### src/rtl/timer_ctrl_pkg.sv
`default_nettype none
// ============================================================================
// Module : timer_ctrl_pkg
// Desc   : Shared widths, reset constants and control-field record for the
//          timer sequencing and interrupt controller.
// Rev    : 1.0
// ============================================================================
package timer_ctrl_pkg;

    localparam int CNT_W   = 64;
    localparam int DIV_W   = 4;
    localparam int DIV_MAX = 8;

    localparam logic [CNT_W-1:0] c_cmp_rst     = '1;
    localparam logic [DIV_W-1:0] c_div_val_rst = DIV_W'(1);

    typedef struct packed {
        logic             timer_en;
        logic             div_en;
        logic [DIV_W-1:0] div_val;
    } ctrl_fields_t;

    localparam ctrl_fields_t c_ctrl_rst = '{timer_en: 1'b0,
                                           div_en:   1'b0,
                                           div_val:  c_div_val_rst};

endpackage
`default_nettype wire

### src/rtl/timer_prescaler.sv
`default_nettype none
// ============================================================================
// Module : timer_prescaler
// Desc   : Power-of-two prescaler producing the counter strobe; the divider
//          state freezes while halted and clears whenever the timer is off.
// Rev    : 1.0
// ============================================================================
module timer_prescaler #(
    parameter int DIV_W   = timer_ctrl_pkg::DIV_W,
    parameter int DIV_MAX = timer_ctrl_pkg::DIV_MAX
) (
    input  logic             CLK,
    input  logic             RST,
    input  logic             timer_en,
    input  logic             div_en,
    input  logic [DIV_W-1:0] div_val,
    input  logic             halt,
    output logic             cnt_en
);

    logic [DIV_MAX-1:0] r_div_cnt;
    logic [DIV_MAX-1:0] w_div_cnt_nxt;
    logic [DIV_MAX:0]   w_span;
    logic [DIV_MAX-1:0] w_term;
    logic               w_at_term;

    // Terminal count is 2^div_val - 1; div_val=DIV_MAX wraps to all ones.
    assign w_span    = (DIV_MAX + 1)'(1) << div_val;
    assign w_term    = DIV_MAX'(w_span - {{DIV_MAX{1'b0}}, 1'b1});
    assign w_at_term = (r_div_cnt == w_term);

    always_comb begin
        cnt_en        = 1'b0;
        w_div_cnt_nxt = r_div_cnt;
        if (!timer_en || !div_en) begin
            w_div_cnt_nxt = '0;
            cnt_en        = timer_en && !halt;
        end else if (!halt) begin
            cnt_en        = w_at_term;
            w_div_cnt_nxt = w_at_term ? '0 : r_div_cnt + 1'b1;
        end
    end

    always_ff @(posedge CLK or posedge RST) begin
        if (RST) begin
            r_div_cnt <= '0;
        end else begin
            r_div_cnt <= w_div_cnt_nxt;
        end
    end

endmodule
`default_nettype wire

### src/rtl/timer_ctrl.sv
`default_nettype none
// ============================================================================
// Module : timer_ctrl
// Desc   : Control-field, compare and sticky interrupt logic for the 64-bit
//          timer; drives the counter enable and count strobes.
// Rev    : 1.0
// ============================================================================
module timer_ctrl #(
    parameter int CNT_W   = timer_ctrl_pkg::CNT_W,
    parameter int DIV_W   = timer_ctrl_pkg::DIV_W,
    parameter int DIV_MAX = timer_ctrl_pkg::DIV_MAX
) (
    input  logic             CLK,
    input  logic             RST,
    input  logic             ctrl_we,
    input  logic             ctrl_timer_en_i,
    input  logic             ctrl_div_en_i,
    input  logic [DIV_W-1:0] ctrl_div_val_i,
    input  logic             cmp0_we,
    input  logic             cmp1_we,
    input  logic [31:0]      cmp_wdata,
    input  logic             int_en_we,
    input  logic             int_en_i,
    input  logic             int_st_clr,
    input  logic             dbg_mode,
    input  logic             halt_req,
    input  logic [CNT_W-1:0] counter_value,
    output logic             timer_en,
    output logic             cnt_en,
    output logic             div_en,
    output logic [DIV_W-1:0] div_val,
    output logic [CNT_W-1:0] compare,
    output logic             int_en,
    output logic             int_st,
    output logic             tim_int,
    output logic             halt_ack,
    output logic             ctrl_err
);
    import timer_ctrl_pkg::*;

    ctrl_fields_t     r_ctrl;
    logic [CNT_W-1:0] r_compare;
    logic             r_int_en;
    logic             r_int_st;
    logic             r_halt_ack;
    logic             r_ctrl_err;

    logic             w_div_illegal;
    logic             w_locked;
    logic             w_ctrl_reject;
    logic             w_ctrl_accept;
    logic             w_match;

    // Divider fields are frozen while the timer runs; timer_en alone may change.
    assign w_div_illegal = ctrl_div_val_i > DIV_W'(DIV_MAX);
    assign w_locked      = r_ctrl.timer_en &&
                           ((ctrl_div_en_i != r_ctrl.div_en) ||
                            (ctrl_div_val_i != r_ctrl.div_val));
    assign w_ctrl_reject = ctrl_we && (w_div_illegal || w_locked);
    assign w_ctrl_accept = ctrl_we && !w_ctrl_reject;
    assign w_match       = (counter_value == r_compare);

    always_ff @(posedge CLK or posedge RST) begin
        if (RST) begin
            r_ctrl     <= c_ctrl_rst;
            r_ctrl_err <= 1'b0;
            r_halt_ack <= 1'b0;
        end else begin
            if (w_ctrl_accept) begin
                r_ctrl.timer_en <= ctrl_timer_en_i;
                r_ctrl.div_en   <= ctrl_div_en_i;
                r_ctrl.div_val  <= ctrl_div_val_i;
            end
            r_ctrl_err <= w_ctrl_reject;
            r_halt_ack <= dbg_mode && halt_req;
        end
    end

    always_ff @(posedge CLK or posedge RST) begin
        if (RST) begin
            r_compare <= c_cmp_rst;
            r_int_en  <= 1'b0;
            r_int_st  <= 1'b0;
        end else begin
            if (cmp0_we) begin
                r_compare[31:0] <= cmp_wdata;
            end
            if (cmp1_we) begin
                r_compare[CNT_W-1:32] <= cmp_wdata[CNT_W-33:0];
            end
            if (int_en_we) begin
                r_int_en <= int_en_i;
            end
            // A new match takes precedence over a clear in the same cycle.
            if (w_match) begin
                r_int_st <= 1'b1;
            end else if (int_st_clr) begin
                r_int_st <= 1'b0;
            end
        end
    end

    timer_prescaler #(
        .DIV_W   (DIV_W),
        .DIV_MAX (DIV_MAX)
    ) u_prescaler (
        .CLK      (CLK),
        .RST      (RST),
        .timer_en (r_ctrl.timer_en),
        .div_en   (r_ctrl.div_en),
        .div_val  (r_ctrl.div_val),
        .halt     (r_halt_ack),
        .cnt_en   (cnt_en)
    );

    assign timer_en = r_ctrl.timer_en;
    assign div_en   = r_ctrl.div_en;
    assign div_val  = r_ctrl.div_val;
    assign compare  = r_compare;
    assign int_en   = r_int_en;
    assign int_st   = r_int_st;
    assign tim_int  = r_int_st & r_int_en;
    assign halt_ack = r_halt_ack;
    assign ctrl_err = r_ctrl_err;

endmodule
`default_nettype wire

### config.mk
export PLATFORM = sky130hd
export DESIGN_NAME = timer_ctrl
export DESIGN_NICKNAME = d
export VERILOG_FILES = /design/src/rtl/timer_ctrl_pkg.sv /design/src/rtl/timer_prescaler.sv /design/src/rtl/timer_ctrl.sv
export SDC_FILE = /design/constraint.sdc
export NUM_CORES = 1
export LEC_CHECK = 0
export ABC_AREA = 1
export BUFFER_PORTS_ARGS = -buffer_cell sky130_fd_sc_hd__buf_2
export CAP_MARGIN = 0
export CORE_UTILIZATION = 45
export CTS_CLUSTER_DIAMETER = 80
export DETAILED_ROUTE_END_ITERATION = 7
export PLACE_DENSITY = 0.85
export SKIP_CTS_REPAIR_TIMING = 1
export SYNTH_ARGS = -nofsm -noshare
export SYNTH_HDL_FRONTEND = slang
export SYNTH_SLANG_ARGS = --single-unit
### constraint.sdc
create_clock -name CLK -period 5.8 [get_ports CLK]
set_clock_uncertainty 0.2 [all_clocks]
set_input_delay 0.58 -clock CLK [delete_from_list [all_inputs] [get_ports CLK]]
set_output_delay 0.58 -clock CLK [all_outputs]
set_load 0.03 [all_outputs]
* Yosys cells after proc, flatten, opt, wreduce, memory -nomap -nowiden *
Index checks and enable logic that the tools add are counted.

storage, ports and cells
  bits in registers = 82
  input bits = 112

cells by class
  bitwise gates (word level) = 1
  shifts and indexed selects = 1
  $lt $le $gt $ge = 1
  reductions and logical operators = 13
  add/subtract/negate cells = 2
  mux-type cells = 7
  equality and inequality tests = 5

operators by type and width
  kind                   number
  $eq A64 B64 Y1         1
  $mux W8                3
  $add A8 B1 Y8 const B  1
  $eq A8 B8 Y1           1
  $shl A1 B4 Y8 const A  1
  $sub A8 B1 Y8 const B  1
  $logic_and A1 B1 Y1    5
  $gt A4 B4 Y1 const B   1
  $logic_not A1 Y1       4
  $mux W1                4
  $ne A4 B4 Y1           1
  $logic_or A1 B1 Y1     3
  $ne A2 B1 Y1 const B   1
  $reduce_bool A2 Y1     1
  $and A1 B1 Y1          1
  $ne A1 B1 Y1           1

* Depth between registers and ports, before layout *
  word-level depth = 7
  depth in mapped cells = 14
  depth with buffers taken out = 13

* Hierarchy *
Synthesis repeated with hierarchy kept, for this count alone.

second synthesis, totals
  cell total of the unflattened synthesis = 710
  area, all modules = 4890.9 um2

modules (own cells, without submodules)
  module           cells each  area an instance (um2)  times used  seq. area each (um2)
  timer_ctrl       588         4159.0                  1           1933.1
  timer_prescaler  122         732.0                   1           200.2

* Worst setup path before layout *
OpenSTA, ideal clock, no wires.

  path kind = flip-flop to output port
  from = register, netlist name div_val[3]
  to = output cnt_en
  slack = 2.912 ns
  cell stages (with the launch flop) = 14
  buffers on the path = 1
  arrival = 2.108 ns
  path through = dfrtp_1 -> buf_6 -> nor2_4 -> nand2_1 -> ha_1 -> nand2_1 -> inv_1 -> nor2_1 -> nand2_1 -> nor2_1 -> nand2_2 -> nor2_4 -> nand3_4 -> a21oi_2

on the way
  longest elaborated chain between the ends = 5

RTL lines
  what           line                   RTL
  $shl A1 B4 Y8  timer_prescaler.sv:28  assign w_span = (DIV_MAX + 1)'(1) << div_val;
  $sub A8 B1 Y8  timer_prescaler.sv:29  assign w_term = DIV_MAX'(w_span - {{DIV_MAX{1'b0}}, 1'b1});
  $eq A8 B8 Y1   timer_prescaler.sv:30  assign w_at_term = (r_div_cnt == w_term);
  $mux W1        timer_prescaler.sv:38  end else if (!halt) begin
  $mux W1        timer_prescaler.sv:35  if (!timer_en || !div_en) begin
  end, declared  timer_ctrl.sv:29       output logic cnt_en,

No other way between the ends.

* Worst setup path after layout *
  from = register, netlist name div_val[1]
  to = output cnt_en

on the way
  longest elaborated chain between the ends = 5

RTL lines
  what           line
  $shl A1 B4 Y8  timer_prescaler.sv:28
  $sub A8 B1 Y8  timer_prescaler.sv:29
  $eq A8 B8 Y1   timer_prescaler.sv:30
  $mux W1        timer_prescaler.sv:38
  $mux W1        timer_prescaler.sv:35

No other way between the ends.

==> impl_metrics.prom <==
# TYPE chip_impl_metric gauge
chip_impl_info{name="crit_start",value="div_val[1]"} 1
chip_impl_metric{name="clock_buffers_created_by_tritoncts",unit=""} 9
chip_impl_info{name="synth_most_common_cell",value="sky130_fd_sc_hd__nand2_1"} 1
chip_impl_metric{name="instances_no_fill",unit=""} 753
chip_impl_metric{name="yosysWarningCount",unit=""} 0
chip_impl_metric{name="worst_ep_required_time",unit="ns"} 5.02
chip_impl_info{name="hp-class",value="in -> reg"} 1
chip_impl_metric{name="grt_pass1_vias",unit=""} 3584
chip_impl_metric{name="cp_data_arrival_time",unit="ns"} 2.49
chip_impl_info{name="timing.critical_path.max_delay_family",value="simple AND/OR/NAND/NOR gates"} 1
chip_impl_metric{name="dpl.hpwl",unit="mm"} 8.714
chip_impl_metric{name="cap_viol_max_count",unit=""} 0
chip_impl_info{name="setup.worst_path.class",value="reg -> out"} 1
chip_impl_metric{name="ir_worst_vdd",unit="V"} 0.0003334
chip_impl_info{name="cts.root.buffer_cell",value="sky130_fd_sc_hd__clkbuf_8"} 1
chip_impl_metric{name="coreArea",unit="sq mm"} 0.009415
chip_impl_info{name="cpMaxStageDelayCell",value="sky130_fd_sc_hd__dfrtp_1"} 1
chip_impl_metric{name="power.density",unit="mW/mm^2"} 322.6
chip_impl_metric{name="finalNetCount",unit=""} 733
chip_impl_metric{name="drc",unit=""} 0
chip_impl_metric{name="clock_latency_of_the_later_clocked_register_in_the_worst_skew_pair",unit="ns"} 0.35
chip_impl_metric{name="met2_length",unit="mm"} 5.944
chip_impl_metric{name="routed_wl",unit="mm"} 11.22
chip_impl_metric{name="r2r_slack",unit="ns"} 3.51
chip_impl_info{name="run_status",value="complete, no violations"} 1
chip_impl_metric{name="final_core_utilization",unit="%"} 60.49
chip_impl_info{name="crit_path_end",value="cnt_en"} 1
chip_impl_info{name="worstReg2RegStart",value="div_val[1]"} 1
chip_impl_metric{name="synthesis.area",unit="sq mm"} 0.004452
chip_impl_metric{name="detailedRoute.firstPassIterationCount",unit=""} 4
chip_impl_metric{name="met1_length",unit="mm"} 4.407
chip_impl_metric{name="worstMarginPinSlew",unit="ns"} 0.8245
chip_impl_info{name="routed.top_layer",value="met4"} 1
chip_impl_info{name="critPathLaunchType",value="flip-flop"} 1
chip_impl_metric{name="sum_of_negative_setup_slack",unit="ns"} 0
chip_impl_metric{name="overall_global_routing_usage",unit="%"} 22.21
chip_impl_metric{name="yosysSeqAreaShare",unit="%"} 47.92
chip_impl_info{name="worst_setup_path_end_kind",value="primary output"} 1
chip_impl_metric{name="final_cell_area",unit="sq mm"} 0.005695
chip_impl_metric{name="dieHeight",unit="um"} 101.5
chip_impl_metric{name="drive_above_1_share",unit="%"} 54.81
chip_impl_metric{name="grt_start_max_net_pins",unit=""} 66
chip_impl_metric{name="num_rows",unit=""} 35
chip_impl_metric{name="gp_congestion",unit=""} 0.8098
chip_impl_metric{name="die-area",unit="sq mm"} 0.01029
chip_impl_metric{name="clkTransAtPathRegs",unit="ns"} 0.09
chip_impl_metric{name="ys_async_sr_fraction",unit="%"} 100.0
chip_impl_metric{name="fmax",unit="MHz"} 305.9
chip_impl_metric{name="r2r.worst_path.cells",unit=""} 13
chip_impl_metric{name="grt_antenna_before_repair",unit=""} 0
chip_impl_metric{name="cts-htree-levels",unit=""} 3
chip_impl_metric{name="routed_via_count",unit=""} 3638
chip_impl_metric{name="report.final.setup_viol",unit=""} 0
chip_impl_metric{name="clk_path_buf_depth",unit=""} 2
chip_impl_metric{name="slew-limit-headroom",unit="%"} 45.04
chip_impl_metric{name="cts.sinks",unit=""} 82
chip_impl_metric{name="avgRoutedWirePerCell",unit="um"} 14.90
chip_impl_metric{name="synthCells",unit=""} 429
chip_impl_metric{name="io_buffer_count",unit=""} 187
chip_impl_metric{name="syn_area_per_cell",unit="sq um"} 10.38
chip_impl_info{name="critical_path.cell_chain",value="nor2_1 > nand2_1 > ha_1 > nand2_1 > inv_1 > nor2_1 > nand2_1 > nor2_1 > nand2_2 > nor2_4 > nand3_4 > a21oi_2 > buf_2"} 1
chip_impl_metric{name="placement.cell_area",unit="sq mm"} 0.005498
chip_impl_metric{name="total_power",unit="mW"} 1.838
chip_impl_metric{name="total_count_of_max_transition_violations_in_the_final_report",unit=""} 0
chip_impl_metric{name="postSynthNetCount",unit=""} 543
chip_impl_info{name="synth.largest_area_cell",value="sky130_fd_sc_hd__dfstp_2"} 1
chip_impl_metric{name="critical_path_cell_count",unit=""} 13
chip_impl_metric{name="drt_iter0_markers",unit=""} 92
chip_impl_metric{name="die-width",unit="um"} 101.5
chip_impl_metric{name="total_count_of_hold_check_failures_in_the_final_report",unit=""} 0
chip_impl_metric{name="vias_per_cell",unit=""} 4.831
chip_impl_metric{name="path_buf_inv",unit=""} 2
chip_impl_metric{name="yosys.cell_types.count",unit=""} 29
chip_impl_metric{name="cp_slowest_stage_delay",unit="ns"} 0.46
chip_impl_metric{name="globalRouteOverflowTotal",unit=""} 0
chip_impl_info{name="synthFlopType",value="sky130_fd_sc_hd__dfstp_2"} 1
chip_impl_metric{name="synthToLayoutAreaGrowth",unit="%"} 27.94
chip_impl_metric{name="antenna_cells",unit=""} 0
chip_impl_metric{name="antenna_violating_nets_post_route",unit=""} 0
chip_impl_info{name="grt_setup_unrepaired",value="false"} 1
chip_impl_info{name="ys_top_cells_by_count",value="sky130_fd_sc_hd__nand2_1 (79), sky130_fd_sc_hd__dfstp_2 (65), sky130_fd_sc_hd__mux2_2 (59)"} 1
chip_impl_info{name="cts_tree",value="built"} 1
chip_impl_metric{name="synth_largest_type_area_fraction",unit="%"} 38.36
chip_impl_metric{name="grt_first_pass_wirelength",unit="mm"} 17.31
chip_impl_metric{name="fin_crit_sh",unit="%"} 56.37
chip_impl_info{name="synth.top_cells.by_area",value="sky130_fd_sc_hd__dfstp_2 (38%), sky130_fd_sc_hd__mux2_2 (15%), sky130_fd_sc_hd__xor2_1 (10%)"} 1
chip_impl_metric{name="synth_edf_count",unit=""} 0
chip_impl_metric{name="effective_utilization_at_floorplan",unit="%"} 47.28
chip_impl_metric{name="p_leak",unit="nW"} 2.749
chip_impl_metric{name="worstPathMaxFanout",unit=""} 9
chip_impl_metric{name="nFillCells",unit=""} 795
chip_impl_metric{name="dp_cells",unit=""} 736
chip_impl_info{name="worstReg2RegEnd",value="u_prescaler.r_div_cnt[1]"} 1
chip_impl_metric{name="route.met3.wl",unit="um"} 640
chip_impl_metric{name="yosys_register_bits",unit=""} 82
chip_impl_metric{name="period_minus_slack",unit="ns"} 3.269
chip_impl_metric{name="design.portCount",unit=""} 188
[per-stage QoR]
step,hold WS [ns],worst slack (ns)
finish,0.2305,2.531
global route,0.2254,2.216
CTS,-0.04227,2.516
detailed placement,0.2982,2.917
global placement,0.2957,3.012
floorplan,0.3102,2.912
[worst min path at each step]
| stage | start | end | slack [ns] | depth (start not counted) |
|---|---|---|---|---|
| final | halt_req | halt_ack | 0.23 | 3 |
| after global routing | halt_req | halt_ack | 0.23 | 3 |
| after CTS | RST | ctrl_err | -0.04 | 2 |
| after detailed placement | int_st | int_st | 0.30 | 2 |
| after global placement | int_st | int_st | 0.30 | 2 |
| after floorplan | u_prescaler.r_div_cnt[7] | u_prescaler.r_div_cnt[7] | 0.31 | 2 |
[where the power goes]
| part | switching (mW) | total [mW] | internal [mW] |
|---|---|---|---|
| logic | 0.427 | 0.675 | 0.248 |
| clock network | 0.216 | 0.386 | 0.171 |
| registers | 0.0951 | 0.776 | 0.681 |
| total | 0.738 | 1.84 | 1.10 |
[sequential cells by signal (all words and copies together) (netlist names)]
name / cells
div_en: 1
u_prescaler.r_div_cnt: 8
timer_en: 1
compare: 64
ctrl_err: 1
int_st: 1
div_val: 4
int_en: 1
halt_ack: 1
[routing by layer]
layer / up-vias / global-route usage (%)
met2: 131 / 41.23
met4: 0 / 7.246
met3: 17 / 4.831
met5: - / 0
met1: 1727 / 25.27
li1: 1763 / -
[cell families (layout without fill, tap and decap cells)]
kind of cell	Yosys count	in the layout	share of synthesized area, %
AO/OA/AOI/OAI	11	11	1.433
adder cells (fa/ha/maj)	2	2	0.5620
flip-flops	82	82	47.92
buffers and inverters	38	233	3.738
AND/OR/NAND/NOR	157	157	15.35
multiplexers	65	65	16.44
XOR/XNOR	74	74	14.56
[final cells by class]
cell class / instances / area [sq um] / area share [%]
inverter: 28 / 107.6 / 1.889
sequential: 82 / 2133 / 37.46
multi-input combinational: 309 / 2152 / 37.79
tap: 129 / 161.4 / 2.834
clock inverter: 6 / 50.05 / 0.8787
timing repair buffer: 189 / 953.4 / 16.74
clock buffer: 10 / 137.6 / 2.417
[placed cells by master, fill, tap and decap left out, types with 4 or more instances in the layout]
| master | n |
|---|---|
| sky130_fd_sc_hd__mux2_1 | 6 |
| sky130_fd_sc_hd__dfstp_2 | 65 |
| sky130_fd_sc_hd__xnor2_1 | 23 |
| sky130_fd_sc_hd__nor2_1 | 42 |
| sky130_fd_sc_hd__buf_2 | 187 |
| sky130_fd_sc_hd__nand4_1 | 6 |
| sky130_fd_sc_hd__clkbuf_8 | 10 |
| sky130_fd_sc_hd__nand2_2 | 4 |
| sky130_fd_sc_hd__inv_1 | 25 |
| sky130_fd_sc_hd__nand3_1 | 19 |
| sky130_fd_sc_hd__dfrtp_1 | 17 |
| sky130_fd_sc_hd__xor2_1 | 51 |
| sky130_fd_sc_hd__o21ai_1 | 6 |
| sky130_fd_sc_hd__mux2_2 | 59 |
| sky130_fd_sc_hd__nand2_1 | 79 |
[worst register-to-register path, cell delays in order, from the launching register on]
cell and delay (ns):
sky130_fd_sc_hd__dfrtp_1 0.46, sky130_fd_sc_hd__nor2_1 0.25, sky130_fd_sc_hd__nand2_1 0.12, sky130_fd_sc_hd__ha_1 0.32
sky130_fd_sc_hd__nand2_1 0.08, sky130_fd_sc_hd__inv_1 0.04, sky130_fd_sc_hd__nor2_1 0.07, sky130_fd_sc_hd__nand2_1 0.06
sky130_fd_sc_hd__nor2_1 0.11, sky130_fd_sc_hd__nand2_2 0.08, sky130_fd_sc_hd__nor2_4 0.10, sky130_fd_sc_hd__nand3_4 0.13
sky130_fd_sc_hd__nand3_1 0.11, sky130_fd_sc_hd__nand2_1 0.06
Power figures use the tool's default switching activity.
